<file path="config.mk">
export PLATFORM = sky130hd
export DESIGN_NAME = my_chip
export DESIGN_NICKNAME = d
export VERILOG_FILES = /design/src/rtl/my_chip_pkg.sv /design/src/rtl/my_chip_seq_multiplier.sv /design/src/rtl/my_chip.sv
export SDC_FILE = /design/constraint.sdc
export NUM_CORES = 1
export LEC_CHECK = 0
export ABC_CLOCK_PERIOD_IN_PS = 3450
export CELL_PAD_IN_SITES_DETAIL_PLACEMENT = 0
export CELL_PAD_IN_SITES_GLOBAL_PLACEMENT = 1
export CORE_MARGIN = 5
export CORE_UTILIZATION = 48
export DETAILED_ROUTE_END_ITERATION = 12
export PLACE_DENSITY = 0.86
export SLEW_MARGIN = 20
export SYNTH_ARGS = -nofsm -noshare
export SYNTH_HDL_FRONTEND = slang
export SYNTH_SLANG_ARGS = --single-unit
</file>
<file path="constraint.sdc">
create_clock -name clock -period 3.45 [get_ports clock]
set_input_delay 0.5175 -clock clock [delete_from_list [all_inputs] [get_ports clock]]
set_output_delay 0.5175 -clock clock [all_outputs]
set_load 0.1 [all_outputs]
</file>
<file path="src/rtl/my_chip_pkg.sv">
// ---------------------------------------------------------------------------
// my_chip_pkg
// Shared constants for the serial-loaded multiply-accumulate chip:
//   - default operand / accumulator widths and accumulation count
//   - FSM state encodings (IDLE, LOAD, MUL, DONE)
//   - bit positions of the strobes and flags on the 12-bit pad buses
// No ports; imported by my_chip and seq_multiplier.
// ---------------------------------------------------------------------------
package my_chip_pkg;

    localparam int DEF_WIDTH     = 8;
    localparam int DEF_ACC_WIDTH = 20;
    localparam int DEF_NUM_OPS   = 9;

    // Encoded states kept as plain constants so older tools see simple vectors
    typedef logic [1:0] state_t;
    localparam state_t IDLE = 2'd0;
    localparam state_t LOAD = 2'd1;
    localparam state_t MUL  = 2'd2;
    localparam state_t DONE = 2'd3;

    // io_in bit positions
    localparam int IN_START    = 11;
    localparam int IN_SHIFT_A  = 10;
    localparam int IN_SHIFT_B  = 9;
    localparam int IN_SHIFT    = 8;
    localparam int IN_DO_NEXT  = 7;

    // io_out bit positions
    localparam int OUT_CARRY    = 11;
    localparam int OUT_FINISH   = 10;
    localparam int OUT_SHIFTOUT = 9;
    localparam int OUT_END_MUL  = 8;

endpackage

</file>
<file path="src/rtl/my_chip_seq_multiplier.sv">
// ---------------------------------------------------------------------------
// seq_multiplier
// Unsigned shift-add multiplier, one partial product per clock, WIDTH clocks
// per multiply.
// Ports:
//   clock      system clock
//   reset      asynchronous active-low reset
//   i_start    one-cycle pulse; captures i_a / i_b and begins a multiply
//   i_a, i_b   WIDTH-bit unsigned operands
//   o_done     one-cycle pulse when o_product holds the finished result
//   o_product  2*WIDTH-bit product (stable until the next i_start)
// ---------------------------------------------------------------------------
module seq_multiplier
    import my_chip_pkg::*;
#(
    parameter int WIDTH = DEF_WIDTH
) (
    input  logic                 clock,
    input  logic                 reset,
    input  logic                 i_start,
    input  logic [WIDTH-1:0]     i_a,
    input  logic [WIDTH-1:0]     i_b,
    output logic                 o_done,
    output logic [2*WIDTH-1:0]   o_product
);

    localparam int CNT_W = (WIDTH > 1) ? $clog2(WIDTH) : 1;
    localparam logic [CNT_W-1:0] LAST_STEP = CNT_W'(WIDTH - 1);

    logic [2*WIDTH-1:0] r_product;
    logic [2*WIDTH-1:0] r_mcand;
    logic [WIDTH-1:0]   r_mplier;
    logic [CNT_W-1:0]   r_count;
    logic               r_busy;
    logic               r_done;

    // The multiplicand walks left while the multiplier walks right; each step
    // adds the multiplicand when the multiplier's current LSB is set. A new
    // i_start always wins, so an abandoned multiply is simply restarted.
    always_ff @(posedge clock or negedge reset) begin
        if (!reset) begin
            r_product <= '0;
            r_mcand   <= '0;
            r_mplier  <= '0;
            r_count   <= '0;
            r_busy    <= 1'b0;
            r_done    <= 1'b0;
        end else begin
            r_done <= 1'b0;
            if (i_start) begin
                r_product <= '0;
                r_mcand   <= {{WIDTH{1'b0}}, i_a};
                r_mplier  <= i_b;
                r_count   <= '0;
                r_busy    <= 1'b1;
            end else if (r_busy) begin
                if (r_mplier[0]) begin
                    r_product <= r_product + r_mcand;
                end
                r_mcand  <= r_mcand << 1;
                r_mplier <= r_mplier >> 1;
                r_count  <= r_count + 1'b1;
                if (r_count == LAST_STEP) begin
                    r_busy <= 1'b0;
                    r_done <= 1'b1;
                end
            end
        end
    end

    assign o_done    = r_done;
    assign o_product = r_product;

endmodule

</file>
<file path="src/rtl/my_chip.sv">
// ---------------------------------------------------------------------------
// my_chip
// Serial-loaded unsigned multiply-accumulate behind a 12-bit pad interface.
// Operands are shifted in MSB-first, each do_next multiplies and accumulates,
// and after NUM_OPS accumulations the sum is shifted out LSB-first.
// Ports:
//   clock   system clock, all state on the rising edge
//   reset   asynchronous active-low reset
//   io_in   [11]=start [10]=shiftA [9]=shiftB [8]=shift [7]=do_next
//           [6:0] unused
//   io_out  [11]=mac_carry_out [10]=finish [9]=shiftout [8]=end_mul
//           [7:0] tied low
// ---------------------------------------------------------------------------
module my_chip
    import my_chip_pkg::*;
#(
    parameter int WIDTH     = DEF_WIDTH,
    parameter int ACC_WIDTH = DEF_ACC_WIDTH,
    parameter int NUM_OPS   = DEF_NUM_OPS
) (
    input  logic        clock,
    input  logic        reset,
    input  logic [11:0] io_in,
    output logic [11:0] io_out
);

    localparam int SUM_W = ACC_WIDTH + 1;
    localparam int CNT_W = $clog2(NUM_OPS + 1);
    localparam logic [CNT_W-1:0] LAST_OP = CNT_W'(NUM_OPS);

    // Synchronizer bit order: 4=start 3=shiftA 2=shiftB 1=shift 0=do_next
    logic [4:0]           w_rawIn;
    logic [4:0]           r_sync1;
    logic [4:0]           r_sync2;
    logic                 r_prevStart;
    logic                 r_prevShift;
    logic                 r_prevDoNext;

    logic                 w_startEdge;
    logic                 w_shiftEdge;
    logic                 w_doNextEdge;
    logic                 w_shiftA;
    logic                 w_shiftB;
    logic                 w_unused;

    state_t               r_state;
    logic [WIDTH-1:0]     r_a;
    logic [WIDTH-1:0]     r_b;
    logic [ACC_WIDTH-1:0] r_acc;
    logic [CNT_W-1:0]     r_opCount;
    logic                 r_carry;
    logic                 r_endMul;

    logic [WIDTH-1:0]     w_aNext;
    logic [WIDTH-1:0]     w_bNext;
    logic                 w_mulStart;
    logic                 w_mulDone;
    logic [2*WIDTH-1:0]   w_product;
    logic [SUM_W-1:0]     w_sum;
    logic [CNT_W-1:0]     w_countNext;

    assign w_rawIn  = {io_in[IN_START], io_in[IN_SHIFT_A], io_in[IN_SHIFT_B],
                       io_in[IN_SHIFT], io_in[IN_DO_NEXT]};
    assign w_unused = ^io_in[6:0];

    // Two-flop synchronizers, plus one history flop per strobe so each strobe
    // yields a single event on its rising edge however long it is held.
    always_ff @(posedge clock or negedge reset) begin
        if (!reset) begin
            r_sync1      <= '0;
            r_sync2      <= '0;
            r_prevStart  <= 1'b0;
            r_prevShift  <= 1'b0;
            r_prevDoNext <= 1'b0;
        end else begin
            r_sync1      <= w_rawIn;
            r_sync2      <= r_sync1;
            r_prevStart  <= r_sync2[4];
            r_prevShift  <= r_sync2[1];
            r_prevDoNext <= r_sync2[0];
        end
    end

    assign w_startEdge  = r_sync2[4] & ~r_prevStart;
    assign w_shiftEdge  = r_sync2[1] & ~r_prevShift;
    assign w_doNextEdge = r_sync2[0] & ~r_prevDoNext;
    assign w_shiftA     = r_sync2[3];
    assign w_shiftB     = r_sync2[2];

    // Operand values after this cycle's shift. The multiplier takes these so
    // a shift and do_next landing together use the freshly shifted operands.
    assign w_aNext = w_shiftEdge ? {r_a[WIDTH-2:0], w_shiftA} : r_a;
    assign w_bNext = w_shiftEdge ? {r_b[WIDTH-2:0], w_shiftB} : r_b;

    assign w_mulStart  = (r_state == LOAD) && w_doNextEdge && !w_startEdge;
    assign w_sum       = {1'b0, r_acc} + SUM_W'(w_product);
    assign w_countNext = r_opCount + 1'b1;

    seq_multiplier #(
        .WIDTH     (WIDTH)
    ) u_multiplier (
        .clock     (clock),
        .reset     (reset),
        .i_start   (w_mulStart),
        .i_a       (w_aNext),
        .i_b       (w_bNext),
        .o_done    (w_mulDone),
        .o_product (w_product)
    );

    // Main control. A start edge restarts from any state; otherwise each state
    // only reacts to the strobes that mean something there. A multiply left
    // running by an aborted MUL finishes harmlessly while back in LOAD.
    always_ff @(posedge clock or negedge reset) begin
        if (!reset) begin
            r_state   <= IDLE;
            r_a       <= '0;
            r_b       <= '0;
            r_acc     <= '0;
            r_opCount <= '0;
            r_carry   <= 1'b0;
            r_endMul  <= 1'b0;
        end else if (w_startEdge) begin
            r_state   <= LOAD;
            r_a       <= '0;
            r_b       <= '0;
            r_acc     <= '0;
            r_opCount <= '0;
            r_carry   <= 1'b0;
            r_endMul  <= 1'b0;
        end else begin
            case (r_state)
                IDLE: begin
                    r_state <= IDLE;
                end
                LOAD: begin
                    if (w_shiftEdge) begin
                        r_a      <= w_aNext;
                        r_b      <= w_bNext;
                        r_endMul <= 1'b0;
                    end
                    if (w_doNextEdge) begin
                        r_state <= MUL;
                    end
                end
                MUL: begin
                    if (w_mulDone) begin
                        r_acc     <= w_sum[ACC_WIDTH-1:0];
                        r_carry   <= r_carry | w_sum[ACC_WIDTH];
                        r_opCount <= w_countNext;
                        r_endMul  <= 1'b1;
                        r_state   <= (w_countNext == LAST_OP) ? DONE : LOAD;
                    end
                end
                DONE: begin
                    if (w_shiftEdge) begin
                        r_acc <= r_acc >> 1;
                    end
                end
                default: begin
                    r_state <= IDLE;
                end
            endcase
        end
    end

    always_comb begin
        io_out               = '0;
        io_out[OUT_CARRY]    = r_carry;
        io_out[OUT_FINISH]   = (r_state == DONE);
        io_out[OUT_SHIFTOUT] = (r_state == DONE) & r_acc[0];
        io_out[OUT_END_MUL]  = r_endMul;
    end

endmodule

</file>
==> out/qor.csv <==
stage;metric;value;unit
hold_path;hp-class;primary input to asynchronous set/reset pin;
timing;min_period;2.77;ns
power_and_ir_drop;sw_frac_of_total;41.5;%
clock_tree;cts_tree;yes;
setup_path;crit_required;3.71;ns
final_layout;multi_input_area;0.00322;sq mm
setup_path;cp-start-kind;flip-flop;
clock_tree;clk_latency;0.36;ns
place;io_buffers;10;
final_layout;syn_to_final_growth;9.46;%
logic_synthesis;yosysTopAreaCellShare;42.8;%
logic_synthesis;syn-cell-area;0.00597;sq mm
setup_path;endpoint_kind;flip-flop;
logic_synthesis;synth-edff-count;0;
route;drcViolationCount;0;
floorplanning;row_count;40;
logic_synthesis;synth_compound_gate_area_share;22.2;%
timing;relSlewSlack;35.1;%
grt;grt_pass1_wl;21900;um
logic_synthesis;synthXorXnorAreaFrac;3.08;%
route;wl_per_cell;15.4;um
clock_tree;h-tree-depth;3;
power_and_ir_drop;peakVddDrop;0.000372;V
logic_synthesis;ys_top_cells_by_count;dfrtp_1, nand2_1, a21oi_1;
logic_synthesis;synth-seq-cells;102;
setup_path;reg2reg_depth;10;
route;drt_iter0_drc;326;
logic_synthesis;synth_top_family_by_area;compound AO/OA/AOI/OAI gates;
power_and_ir_drop;fin_total_pwr;5150;uW
grt;grtUsageTotal;18.4;%
power_and_ir_drop;power_frac_comb;44.9;%
power_and_ir_drop;p_per_area;788;mW/mm^2
grt;grt_pass1_vias;4524;
clock_tree;cts_setup_buffers;0;
place;gp_congestion;0.884;
timing;fin_crit_sh;80.2;%
clock_tree;post_cts_resized;0;
clock_tree;numClockSinks;102;
floorplanning;ioPinCount;26;
place;place_ws;0.723;ns
clock_tree;cts_buffers;9;
status;status;finished clean;
timing;fin_ws;0.683;ns
logic_synthesis;synth.most_common_cell;dfrtp_1;
timing;fin_setup_tns;0;ns
final_layout;fillers;1087;
power_and_ir_drop;intPower;3010;uW
floorplanning;die_w;122;um
power_and_ir_drop;power.leakage;0.00293;uW
final_layout;seq_area;0.00255;sq mm
logic_synthesis;yosysTopAreaCell;dfrtp_1;
timing;slew_violations;0;
power_and_ir_drop;power_frac_seq;35.3;%
timing;finalClockSkew;0.0123;ns
setup_path;rr_endpoint;r_acc[16];
timing;worst_pin_slew;0.971;ns
final_layout;diodes;0;
logic_synthesis;yosysSeqAreaShare;42.8;%
setup_path;rrSetupSlack;0.68;ns
timing;fmax;361;MHz
setup_path;cp.arrival;3.03;ns
grt;grt_overflow;0;
final_layout;nets;695;
logic_synthesis;avgSynthCellArea;9.35;sq um
floorplanning;start_util;49.3;%
job;maxCapViolations;0;
logic_synthesis;yosysUniqueCellTypes;53;
clock_tree;clk_pin_slew;0.08;ns
logic_synthesis;yosys.area_share.simple;16.4;%
setup_path;crit_type;flip-flop to flip-flop;
logic_synthesis;synthCells;638;
route;drt_wl_total;12600;um
grt;antenna_found_initial;0;
route;detail-route-antenna-nets;0;
route;num_vias;4646;
logic_synthesis;synth_flop_cell;dfrtp_1;
route;first_pass_iters;4;
floorplanning;die_y;122;um
clock_tree;clock_tree.buffer_depth;2;
floorplanning;core_area;0.0121;sq mm
power_and_ir_drop;power_switching;2140;uW
logic_synthesis;synth_mux_area_share;2.85;%
grt;grt_max_degree;64;
final_layout;drive_gt1_share;6.67;%
timing;finalHoldWorstSlack;0.263;ns
logic_synthesis;synth.area.top_cells;dfrtp_1, ha_1, nand2_1, a21oi_1, a211oi_1;
route;post_drt_via_cell_ratio;5.71;
logic_synthesis;synthAdderAreaFrac;8.85;%
power_and_ir_drop;pwr-share-clk;19.8;%
final_layout;final_util;53.9;%
clock_tree;ctsHoldBuffers;0;
clock_tree;root_buffer;clkbuf_16;
floorplanning;die_area;0.0148;sq mm
logic_synthesis;synth_warnings;0;
timing;setup-violations-final;0;
setup_path;critical_path.max_fanout;5;
place;post-dp-hpwl;8830;um
timing;rsz0062_at_grt;false;
timing;final_hold_viol_count;0;
logic_synthesis;async_reset_ff_share;100;%
setup_path;r2r-start;u_multiplier.o_product[0];
cell usage in the layout (no fill, tap or decap), drive strengths merged, types with 9 or more instances in the layout:
| cell | n |
|---|---|
| xnor2 | 10 |
| o21ai | 35 |
| nor2 | 39 |
| dfrtp | 102 |
| a31oi | 18 |
| nor3 | 19 |
| a21o | 9 |
| nor2b | 22 |
| ha | 39 |
| inv | 14 |
| o21a | 10 |
| buf | 15 |
| mux2i | 17 |
| nand3 | 11 |
| a22o | 15 |
| nand2 | 77 |
| a211oi | 24 |
| xor2 | 11 |
| a21oi | 50 |
| clkbuf | 10 |
| and3 | 10 |
state kept, by name, summed over array words and instances (netlist names):
name,flops
r_carry,1
r_acc,20
r_a,8
r_sync2,5
u_multiplier.r_busy,1
u_multiplier.o_done,1
r_prevDoNext,1
r_prevStart,1
r_sync1,5
u_multiplier.r_count,3
u_multiplier.o_product,16
r_b,8
r_opCount,4
u_multiplier.r_mcand,16
r_state,2
r_prevShift,1
u_multiplier.r_mplier,8
r_endMul,1
stage by stage:
stage                     cell area [sq um]  cells
after floorplan                        5990    645
after global placement                 6230    797
after global routing                   6530    813
final                                  6530    813
after CTS                              6530    813
after detailed placement               6230    797
power by group through the flow:
| stage | Clock, uW | Sequential, uW | Combinational (uW) |
|---|---|---|---|
| after floorplan | 0 | 1730 | 1890 |
| after global placement | 0 | 1820 | 2210 |
| after detailed placement | 0 | 1830 | 2300 |
| after CTS | 1050 | 1820 | 2310 |
| after global routing | 1100 | 1870 | 2630 |
| final | 1020 | 1820 | 2310 |
how the worst max path moves through the flow:
| stage | from | end | slack [ns] | depth (start not counted) |
|---|---|---|---|---|
| 2_1_floorplan | r_state[1] | io_out[9] | 0.33 | 4 |
| 3_3_place_gp | u_multiplier.o_product[0] | r_acc[18] | 0.82 | 10 |
| 6_report | u_multiplier.o_product[0] | r_acc[16] | 0.68 | 10 |
| 4_1_cts | u_multiplier.o_product[0] | r_acc[16] | 0.69 | 10 |
| 3_5_place_dp | u_multiplier.o_product[0] | r_acc[16] | 0.72 | 10 |
| 5_1_grt | u_multiplier.o_product[0] | r_acc[16] | 0.46 | 10 |
cells by family (layout without fill, tap and decap cells):
logic type                 count (synthesis)  count (layout)
and+or+nand+nor                          207             207
AOI/OAI and AO/OA                        199             199
DFF                                      102             102
buffers and inverters                     50              50
adders and majority gates                 41              41
xor gates and xnor gates                  21              21
muxes                                     17              17
other                                      1               8
metal layers:
metal  track usage (%)  vias up  part of all wire, %
li1                  -     2308                    -
met1              24.2     2276                   48
met2              30.4       56                   48
met3              4.20        6                  3.0
met4              5.11        0                 0.87
met5                 0        -                    0
critical path: stages, from the launching register on:
cell and delay (ns):
dfrtp_1 0.40, ha_1 0.18, inv_1 0.05, fa_1 0.37, and2b_1 0.25, o31a_2 0.17
nor4_2 0.07, o31ai_4 0.39, nand3_1 0.16, or4_1 0.48, a31oi_1 0.16
layout make-up:
class / count / share of cell area [%]
multi-input combinational: 493 / 49.4
sequential: 102 / 39.1
clock buffer: 10 / 3.66
tap: 168 / 3.22
timing repair buffer: 22 / 2.99
clock inverter: 6 / 1.02
inverter: 12 / 0.690
Power figures use the tool's default switching activity.
